===== config.mk =====
export PLATFORM = sky130hd
export DESIGN_NAME = siso_layer_scheduler
export DESIGN_NICKNAME = d
export VERILOG_FILES = /design/src/rtl/siso_layer_scheduler.sv
export SDC_FILE = /design/constraint.sdc
export NUM_CORES = 1
export LEC_CHECK = 0
export ABC_AREA = 1
export BUFFER_PORTS_ARGS = -buffer_cell sky130_fd_sc_hd__buf_2
export CORE_MARGIN = 2
export CORE_UTILIZATION = 49
export DETAILED_ROUTE_END_ITERATION = 10
export GPL_TIMING_DRIVEN = 0
export PLACE_DENSITY = 0.75
export SLEW_MARGIN = 20
export SYNTH_ARGS = -nofsm -noshare
export SYNTH_HDL_FRONTEND = slang
export SYNTH_SLANG_ARGS = --single-unit

===== constraint.sdc =====
create_clock -name clk -period 1.3 [get_ports clk]
set_input_delay 0.13 -clock clk [delete_from_list [all_inputs] [get_ports clk]]
set_output_delay 0.13 -clock clk [all_outputs]
set_load 0.01 [all_outputs]

===== src/rtl/siso_layer_scheduler.sv =====
// siso_layer_scheduler
// Read-side initiator for the pipelined SISO row unit of a layered LDPC decoder.
// Sweeps each layer's addresses, then holds off the next layer until every
// write-back of the current layer has been seen, so that a later read cannot
// overtake an LLR write it depends on. Repeats for MAXITER iterations and
// then pulses done.
// Optional feature: define SCHED_EARLY_TERM_EN to finish at the end of any
// iteration in which syndrome_ok is high.
module siso_layer_scheduler #(
    parameter int ADDRWIDTH = 5,
    parameter int ADDRDEPTH = 20,
    parameter int LAYERS    = 2,
    parameter int MAXITER   = 8,
    parameter int ITERBITS  = 4
) (
    input  logic                 clk,
    input  logic                 rst,
    input  logic                 start,
    input  logic                 wren_in,
    input  logic                 wrlayer_in,
    input  logic [ADDRWIDTH-1:0] wraddress_in,
    input  logic                 syndrome_ok,
    output logic                 rdlayer,
    output logic [ADDRWIDTH-1:0] rdaddress,
    output logic                 rden_LLR,
    output logic                 rden_E,
    output logic                 busy,
    output logic                 done,
    output logic [ITERBITS-1:0]  iter_count,
    output logic                 err
);

    localparam logic [ADDRWIDTH:0]   L_DEPTH      = (ADDRWIDTH+1)'(ADDRDEPTH);
    localparam logic [ADDRWIDTH-1:0] L_LAST_ADDR  = ADDRWIDTH'(ADDRDEPTH - 1);
    localparam logic                 L_LAST_LAYER = 1'(LAYERS - 1);
    localparam logic [ITERBITS-1:0]  L_MAXITER    = ITERBITS'(MAXITER);

    typedef enum logic [1:0] {
        S_IDLE,
        S_ISSUE,
        S_DRAIN,
        S_DONE
    } state_t;

    state_t                r_state;
    state_t                w_state_nxt;

    logic                  r_layer;
    logic [ADDRWIDTH-1:0]  r_addr;
    logic                  r_rden;
    logic [ADDRWIDTH:0]    r_wb_cnt;
    logic [ITERBITS-1:0]   r_iter;
    logic                  r_err;

    logic                  w_last_addr;
    logic                  w_wb_full;
    logic                  w_last_layer;
    logic [ITERBITS-1:0]   w_iter_inc;
    logic                  w_finish;
    logic                  w_tracking;
    logic                  w_wb_mismatch;
    logic                  w_busy;
    logic                  w_done;

    assign w_last_addr   = (r_addr == L_LAST_ADDR);
    assign w_wb_full     = (r_wb_cnt == L_DEPTH);
    assign w_last_layer  = (r_layer == L_LAST_LAYER);
    assign w_iter_inc    = r_iter + 1'b1;
    assign w_tracking    = (r_state == S_ISSUE) || (r_state == S_DRAIN);
    assign w_wb_mismatch = ({1'b0, wraddress_in} != r_wb_cnt) || (wrlayer_in != r_layer);

`ifdef SCHED_EARLY_TERM_EN
    assign w_finish = (w_iter_inc == L_MAXITER) || syndrome_ok;
`else
    logic w_unused_syndrome;
    assign w_unused_syndrome = syndrome_ok;
    assign w_finish = (w_iter_inc == L_MAXITER);
`endif

    // State register
    always_ff @(posedge clk) begin
        if (rst) begin
            r_state <= S_IDLE;
        end else begin
            r_state <= w_state_nxt;
        end
    end

    // Next-state decode and status outputs
    always_comb begin
        w_state_nxt = r_state;
        w_busy      = 1'b0;
        w_done      = 1'b0;
        case (r_state)
            S_IDLE: begin
                if (start) begin
                    w_state_nxt = S_ISSUE;
                end
            end
            S_ISSUE: begin
                w_busy = 1'b1;
                if (w_last_addr) begin
                    w_state_nxt = S_DRAIN;
                end
            end
            S_DRAIN: begin
                w_busy = 1'b1;
                if (w_wb_full) begin
                    if (!w_last_layer) begin
                        w_state_nxt = S_ISSUE;
                    end else if (w_finish) begin
                        w_state_nxt = S_DONE;
                    end else begin
                        w_state_nxt = S_ISSUE;
                    end
                end
            end
            S_DONE: begin
                w_done      = 1'b1;
                w_state_nxt = S_IDLE;
            end
            default: begin
                w_state_nxt = S_IDLE;
            end
        endcase
    end

    // Read sweep, layer/iteration counters and write-back tracking.
    // The write-back block sits after the sweep so that a stray strobe in the
    // same cycle as an accepted start still raises err.
    always_ff @(posedge clk) begin
        if (rst) begin
            r_layer  <= 1'b0;
            r_addr   <= '0;
            r_rden   <= 1'b0;
            r_wb_cnt <= '0;
            r_iter   <= '0;
            r_err    <= 1'b0;
        end else begin
            case (r_state)
                S_IDLE: begin
                    if (start) begin
                        r_layer  <= 1'b0;
                        r_addr   <= '0;
                        r_rden   <= 1'b1;
                        r_wb_cnt <= '0;
                        r_iter   <= '0;
                        r_err    <= 1'b0;
                    end
                end
                S_ISSUE: begin
                    if (w_last_addr) begin
                        r_rden <= 1'b0;
                        r_addr <= '0;
                    end else begin
                        r_addr <= r_addr + 1'b1;
                    end
                end
                S_DRAIN: begin
                    if (w_wb_full) begin
                        r_wb_cnt <= '0;
                        r_addr   <= '0;
                        r_rden   <= (w_state_nxt == S_ISSUE);
                        if (w_last_layer) begin
                            r_layer <= 1'b0;
                            r_iter  <= w_iter_inc;
                        end else begin
                            r_layer <= r_layer + 1'b1;
                        end
                    end
                end
                default: begin
                end
            endcase

            if (wren_in) begin
                if (w_tracking && !w_wb_full) begin
                    r_wb_cnt <= r_wb_cnt + 1'b1;
                    if (w_wb_mismatch) begin
                        r_err <= 1'b1;
                    end
                end else begin
                    r_err <= 1'b1;
                end
            end
        end
    end

    assign rdlayer    = r_layer;
    assign rdaddress  = r_addr;
    assign rden_LLR   = r_rden;
    assign rden_E     = r_rden;
    assign busy       = w_busy;
    assign done       = w_done;
    assign iter_count = r_iter;
    assign err        = r_err;

endmodule


==> results of run 1 <==
[metal layers]
metal	track usage [%]	share of wire [%]
met1	26.7	42
met2	35.5	52
met3	3.85	3.9
met4	8.97	2.1
met5	0	0
[Yosys cell counts (2+ instances only)]
master,count
nand3_1,10
inv_2,5
a21oi_2,2
nor2_2,2
nand4_1,3
nor3_1,3
nand2_2,5
a211oi_1,2
o21ai_1,4
a21oi_1,19
dfxtp_1,20
xor2_1,2
ha_1,9
nand2_4,2
nor3_4,2
inv_1,23
buf_6,3
nand2_1,34
o21ai_0,11
nor2_1,15
[timing repair]
item	4_1_cts	5_1_grt
resized for setup	32	17
cloned	0	0
setup buffers	13	3
setup endpoints to repair	18	21
endpoints found under the hold margin	0	0
pin swaps	13	6
[cells by family after synthesis]
logic type,Yosys count,share of synthesized area [%]
simple gates,83,32.7
xor+xnor,2,1.27
flops,20,29.0
fa+ha+maj,9,8.16
compound gates,41,16.7
buf+inv,36,12.1
[stage by stage]
stage	instance area [um2]	TNS (ns)	hold WS, ns
after floorplan	1430	-0.776	0.273
after global placement	1580	-3.03	0.408
after detailed placement	1580	-3.18	0.411
after CTS	1840	-2.77	0.0803
after global routing	1940	-4.80	0.0843
final	1940	-3.30	0.0706
[state kept, by name, indices dropped and copies added, names as in the netlist]
signal and cells:
r_wb_cnt 6, err 1, rdaddress 5, rdlayer 1, iter_count 4, r_state 2, rden_E 1
[worst min-delay path by stage]
| stage | start | endpoint | cells past startpoint |
|---|---|---|---|
| after floorplan | wren_in | err$_SDFF_PP0_ | 2 |
| after global placement | wren_in | err$_SDFF_PP0_ | 3 |
| after detailed placement | wren_in | err$_SDFF_PP0_ | 3 |
| after CTS | wren_in | err$_SDFF_PP0_ | 3 |
| after global routing | wren_in | err$_SDFF_PP0_ | 3 |
| final | wren_in | err$_SDFF_PP0_ | 3 |
[power groups by stage]
stage	clock network, mW	logic, mW	registers, mW
floorplan	0	0.239	0.704
global placement	0	0.335	0.699
detailed placement	0	0.341	0.699
CTS	0.309	0.435	0.681
global route	0.330	0.536	0.688
finish	0.306	0.491	0.684
[cell usage in the layout (no fill, tap or decap), drive strengths merged, types with 3 or more instances in the layout]
master / netlist / routed
nor3: 5 / 5
buf: 4 / 43
o21ai: 16 / 16
a211oi: 3 / 3
ha: 9 / 9
nor2: 18 / 18
nand2: 41 / 41
a21oi: 21 / 21
dfxtp: 20 / 20
clkbuf: 1 / 4
nand4: 4 / 4
nand3: 12 / 12
inv: 29 / 30
[area by class of cell]
type                       instances  share of cell area [%]
sequential                        20                    21.4
tap                               31                    2.00
inverter                          31                    7.69
multi-input combinational        135                    51.3
buffer                             5                    2.33
clock buffer                       3                    1.16
timing repair buffer              39                    14.2
[worst register-to-register path: stages (launching register included)]
cell and delay [ns]:
dfxtp_4 0.38, inv_4 0.07, ha_4 0.14, inv_4 0.05
nor2_4 0.20, nor2_2 0.08, nand2_4 0.13, inv_4 0.05
nand2_4 0.07, clkinv_1 0.07, o21ai_1 0.15, a21oi_1 0.06
==> results.sh, run 1 <==
export IMPL_status="finished, violations left"
export IMPL_violations="negative setup slack"
export IMPL_synth_top_cell_by_area="dfxtp_1"
export IMPL_path_clk_slew_ns=0.12
export IMPL_drc=0
export IMPL_critPathMostFrequentCell="inv_4"
export IMPL_avgSynthCellArea_um2=7.23
export IMPL_grt_pass1_wl_mm=5.53
export IMPL_gr_total_overflow=0
export IMPL_crit_chain="inv_4 -> ha_4 -> inv_4 -> nor2_4 -> nor2_2 -> nand2_4 -> inv_4 -> nand2_4 -> clkinv_1 -> o21ai_1 -> a21oi_1"
export IMPL_ctsHoldBuffers=0
export IMPL_cts_sinks=20
export IMPL_seq_power_share_pct=46.2
export IMPL_crit_cells=11
export IMPL_fp_dieH_um=57.1
export IMPL_critPathMaxStageDelay_ns=0.38
export IMPL_fmax_mhz=642
export IMPL_fin_cells=264
export IMPL_ys_types=35
export IMPL_ir_drop_mv=0.602
export IMPL_drt_iter0_drc=37
export IMPL_dr_pass1_iters=4
export IMPL_drive_gt1_share_pct=44.6
export IMPL_routed_wl_mm=3.45
export IMPL_avgRoutedWirePerCell_um=13.0
export IMPL_synth_seq_area_share_pct=29.0
export IMPL_crit_end="rden_E$_SDFFE_PP0P_"
export IMPL_setup_viol=20
export IMPL_regArea_um2=414
export IMPL_p_int_mw=0.965
export IMPL_worstPathRequired_ns=1.51
export IMPL_startpoint_type="flip-flop"
export IMPL_place_congestion=0.787
export IMPL_ant_nets=0
export IMPL_viasPerCell=5.34
export IMPL_cts_max_level=1
export IMPL_worstReg2RegStart="r_state[1]$_SDFF_PP0_"
export IMPL_fin_crit_sh_pct=120
export IMPL_antenna_cells=0
export IMPL_fp_dieArea_um2=3260
export IMPL_portBuffers=23
export IMPL_clock_root_buffer="clkbuf_4"
export IMPL_critPathTopFamily="simple AND/OR/NAND/NOR gates"
export IMPL_finalClockSkew_ns=0.00679
export IMPL_drv_cap=0
export IMPL_synthFlopType="dfxtp_1"
export IMPL_grt_setup_unrepaired="true"
export IMPL_tritoncts="yes"
export IMPL_initial_core_util_pct=50.9
export IMPL_clkPwrFrac_pct=20.7
export IMPL_total_power_mw=1.48
export IMPL_r2r_cells=11
export IMPL_vias=1410
export IMPL_crit_fanout=8
export IMPL_fin_util_pct=71.4
export IMPL_p_per_area_nw_per_um2=765
export IMPL_p_leak_nw=0.876
export IMPL_tightest_slew_ns=0.632
export IMPL_power_switching_mw=0.516
export IMPL_dp_cells=245
export IMPL_place_ws_ns=-0.294
export IMPL_p_sw_share_pct=34.8
export IMPL_grt_usage_pct=21.1
export IMPL_antenna_found_initial=0
export IMPL_grt_pass1_vias=1308
export IMPL_dp_hpwl_mm=2.22
export IMPL_row_count=19
export IMPL_area_growth_pct=40.3
export IMPL_slew_viol_final=0
export IMPL_nets=255
export IMPL_p_comb_share_pct=33.1
export IMPL_syn_nets=211
export IMPL_final_min_clock_period_ns=1.56
export IMPL_r2r_slack_ns=-0.26
export IMPL_worstSetupPathType="reg2reg"
export IMPL_syn_area_um2=1380
export IMPL_hp_class="in2reg"
export IMPL_clockBufferDepth=2
export IMPL_numCtsBuffers=3
export IMPL_cp_end_kind="flip-flop"
export IMPL_fillers=209
export IMPL_synth_top_area_share_pct=29.0
export IMPL_hold_violations=0
export IMPL_finalWorstSetupSlack_ns=-0.258
export IMPL_timing_slew_headroom_pct=57.9
export IMPL_ys_async_sr_fraction_pct=0
export IMPL_multi_input_area_um2=992
export IMPL_synth_edf_count=0
export IMPL_ios=26
export IMPL_slowest_stage="dfxtp_4"
export IMPL_ys_warn_count=0
export IMPL_crit_path_start="r_state[1]$_SDFF_PP0_"
export IMPL_crit_buf_inv=4
export IMPL_synth_top_cells_by_area="dfxtp_1 29%, nand2_1 9.2%, ha_1 8.2%"
export IMPL_cp_arrival_ns=1.77
export IMPL_grt_max_degree=11
export IMPL_regToRegEndpoint="rden_E$_SDFFE_PP0P_"
export IMPL_synth_cells=191
export IMPL_clk_latency_ns=0.31
export IMPL_die_w_um=57.1
export IMPL_core_area_um2=2710
export IMPL_synth_seq_cells=20
Power figures use the tool's default switching activity.
==> inputs of run 2 (changes only) <==
- PLACE_DENSITY: 0.75 -> unset
- PLACE_DENSITY_LB_ADDON: unset -> 0.2
==> run 2 against run 1 <==
The run still ends with negative setup slack left. Via count fell by 0.21%. Critical path depth is the same. Register-to-register slack improved by 0.06 ns. Largest power group unchanged.
==> results.sh, run 2 (synthesis gave the netlist of run 1 again) <==
export IMPL_p_int_mw=1.04
export IMPL_numCtsBuffers=3
export IMPL_hp_class="in2reg"
export IMPL_row_count=19
export IMPL_clockBufferDepth=2
export IMPL_area_growth_pct=38.1
export IMPL_placed_area_um2=1580
export IMPL_hold_violations=0
export IMPL_status="finished, violations left"
export IMPL_avgRoutedWirePerCell_um=13.4
export IMPL_p_sw_share_pct=33.3
export IMPL_hold_end="err$_SDFF_PP0_"
export IMPL_ios=26
export IMPL_seq_power_share_pct=43.9
export IMPL_path_clk_slew_ns=0.12
export IMPL_fin_cells=264
export IMPL_crit_buf_inv=2
export IMPL_largest_reg_flops=6
export IMPL_setup_tns_ns=-2.57
export IMPL_min_delay_start="wren_in"
export IMPL_setup_viol=19
export IMPL_fp_dieArea_um2=3260
export IMPL_core_area_um2=2710
export IMPL_worstPathRequired_ns=1.48
export IMPL_cts_max_level=1
export IMPL_slew_viol_final=0
export IMPL_dp_hpwl_mm=2.25
export IMPL_grt_pass1_wl_mm=5.68
export IMPL_p_comb_share_pct=32.2
export IMPL_ir_drop_mv=0.625
export IMPL_ctsHoldBuffers=0
export IMPL_cp_end_kind="flip-flop"
export IMPL_crit_chain="inv_2 -> ha_4 -> nand3_4 -> nor2_8 -> nand2_4 -> a21oi_4 -> o21ai_4 -> inv_4 -> nand2_1 -> o21ai_1 -> nor2_1"
export IMPL_place_congestion=0.852
export IMPL_cp_arrival_ns=1.68
export IMPL_clk_latency_ns=0.31
export IMPL_fin_util_pct=70.3
export IMPL_clock_root_buffer="clkbuf_4"
export IMPL_grt_usage_pct=21.7
export IMPL_critPathTopFamily="simple AND/OR/NAND/NOR gates"
export IMPL_worstSetupPathType="reg2reg"
export IMPL_nets=254
export IMPL_crit_fanout=6
export IMPL_slowest_stage="dfxtp_2"
export IMPL_dp_cells=245
export IMPL_die_w_um=57.1
export IMPL_drc=0
export IMPL_grt_pass1_vias=1387
export IMPL_clkPwrFrac_pct=23.9
export IMPL_final_min_clock_period_ns=1.50
export IMPL_final_common_cell="nand2_1"
export IMPL_portBuffers=23
export IMPL_drive_gt1_share_pct=46.4
export IMPL_grt_setup_unrepaired="true"
export IMPL_tritoncts="yes"
export IMPL_startpoint_type="flip-flop"
export IMPL_fp_dieH_um=57.1
export IMPL_gr_total_overflow=0
export IMPL_drt_iter0_drc=48
export IMPL_critPathMaxStageDelay_ns=0.35
export IMPL_viasPerCell=5.33
export IMPL_antenna_found_initial=0
export IMPL_dr_pass1_iters=4
export IMPL_r2r_cells=11
export IMPL_fin_crit_sh_pct=115
export IMPL_timing_slew_headroom_pct=60.9
export IMPL_routed_wl_mm=3.54
export IMPL_r2r_slack_ns=-0.20
export IMPL_fin_area_um2=1910
export IMPL_ant_nets=0
export IMPL_final_cell_mix="33 x nand2_1, 22 x buf_2, 16 x inv_1, 16 x a21oi_1, 13 x dfxtp_1"
export IMPL_drv_cap=0
export IMPL_antenna_cells=0
export IMPL_place_ws_ns=-0.318
export IMPL_finalWorstSetupSlack_ns=-0.199
export IMPL_vias=1407
export IMPL_violations="negative setup slack"
export IMPL_p_leak_nw=0.872
export IMPL_grt_max_degree=12
export IMPL_power_switching_mw=0.517
export IMPL_fmax_mhz=667
export IMPL_p_per_area_nw_per_um2=815
export IMPL_initial_core_util_pct=50.9
export IMPL_min_path_cells=3
export IMPL_regMostFlops="r_wb_cnt"
export IMPL_tightest_slew_ns=0.586
export IMPL_regToRegEndpoint="iter_count[1]$_SDFFE_PP0P_"
export IMPL_cts_sinks=20
export IMPL_finalClockSkew_ns=0.00457
export IMPL_worstReg2RegStart="r_wb_cnt[1]$_SDFF_PP0_"
run 2: changes by cell type in the layout (fill, tap and decap cells not counted), sizes merged:
cell    previous run  this run
buf               43        42
clkbuf             4         5
run 2: routing by layer:
metal  share of wire [%]  up-vias  global-route usage (%)
met5                   0        -                       0
met4                 2.0        0                    10.6
met3                 4.1        9                    3.85
met2                  53       40                    39.4
met1                  41      656                    24.3
li1                    -      702                       -
run 2: what timing repair did:
action	4_1_cts	5_1_grt
gates resized for setup	27	25
setup endpoints to repair	18	22
pin swaps	12	11
buffers inserted	12	4
run 2: area by class of cell:
class | instances | area, um2
Sequential cell | 20 | 419
Multi-Input combinational cell | 135 | 972
Tap cell | 31 | 38.8
Inverter | 31 | 145
Clock buffer | 4 | 36.3
Timing Repair Buffer | 38 | 249
Fill cell | 233 | 805
Buffer | 5 | 45.0
run 2: how the worst max path moves through the flow:
stage / startpoint / end / slack [ns] / depth (start not counted)
6_report: r_wb_cnt[1]$_SDFF_PP0_ / iter_count[1]$_SDFFE_PP0P_ / -0.20 / 11
3_3_place_gp: r_wb_cnt[0]$_SDFF_PP0_ / r_wb_cnt[5]$_SDFF_PP0_ / -0.24 / 8
2_1_floorplan: r_wb_cnt[0]$_SDFF_PP0_ / r_wb_cnt[5]$_SDFF_PP0_ / -0.14 / 8
5_1_grt: r_wb_cnt[1]$_SDFF_PP0_ / iter_count[1]$_SDFFE_PP0P_ / -0.28 / 11
4_1_cts: r_wb_cnt[1]$_SDFF_PP0_ / iter_count[1]$_SDFFE_PP0P_ / -0.17 / 11
3_5_place_dp: r_wb_cnt[0]$_SDFF_PP0_ / r_wb_cnt[5]$_SDFF_PP0_ / -0.32 / 8
run 2: stage by stage:
| stage | power, mW | hold slack, ns |
|---|---|---|
| final | 1.55 | 0.0867 |
| after CTS | 1.48 | 0.0925 |
| after global placement | 1.03 | 0.407 |
| after global routing | 1.64 | 0.0976 |
| after floorplan | 0.943 | 0.273 |
| after detailed placement | 1.04 | 0.420 |
run 2: power by group through the flow:
| stage | clock (mW) | combinational (mW) | sequential, mW |
|---|---|---|---|
| 4_1_cts | 0.377 | 0.427 | 0.679 |
| 2_1_floorplan | 0 | 0.239 | 0.704 |
| 6_report | 0.371 | 0.500 | 0.682 |
| 3_3_place_gp | 0 | 0.334 | 0.696 |
| 5_1_grt | 0.406 | 0.545 | 0.687 |
| 3_5_place_dp | 0 | 0.341 | 0.698 |
run 2: worst min-delay path, stage by stage:
cell and delay (ns):
buf_2 0.11, nand2_1 0.06, a21oi_1 0.05
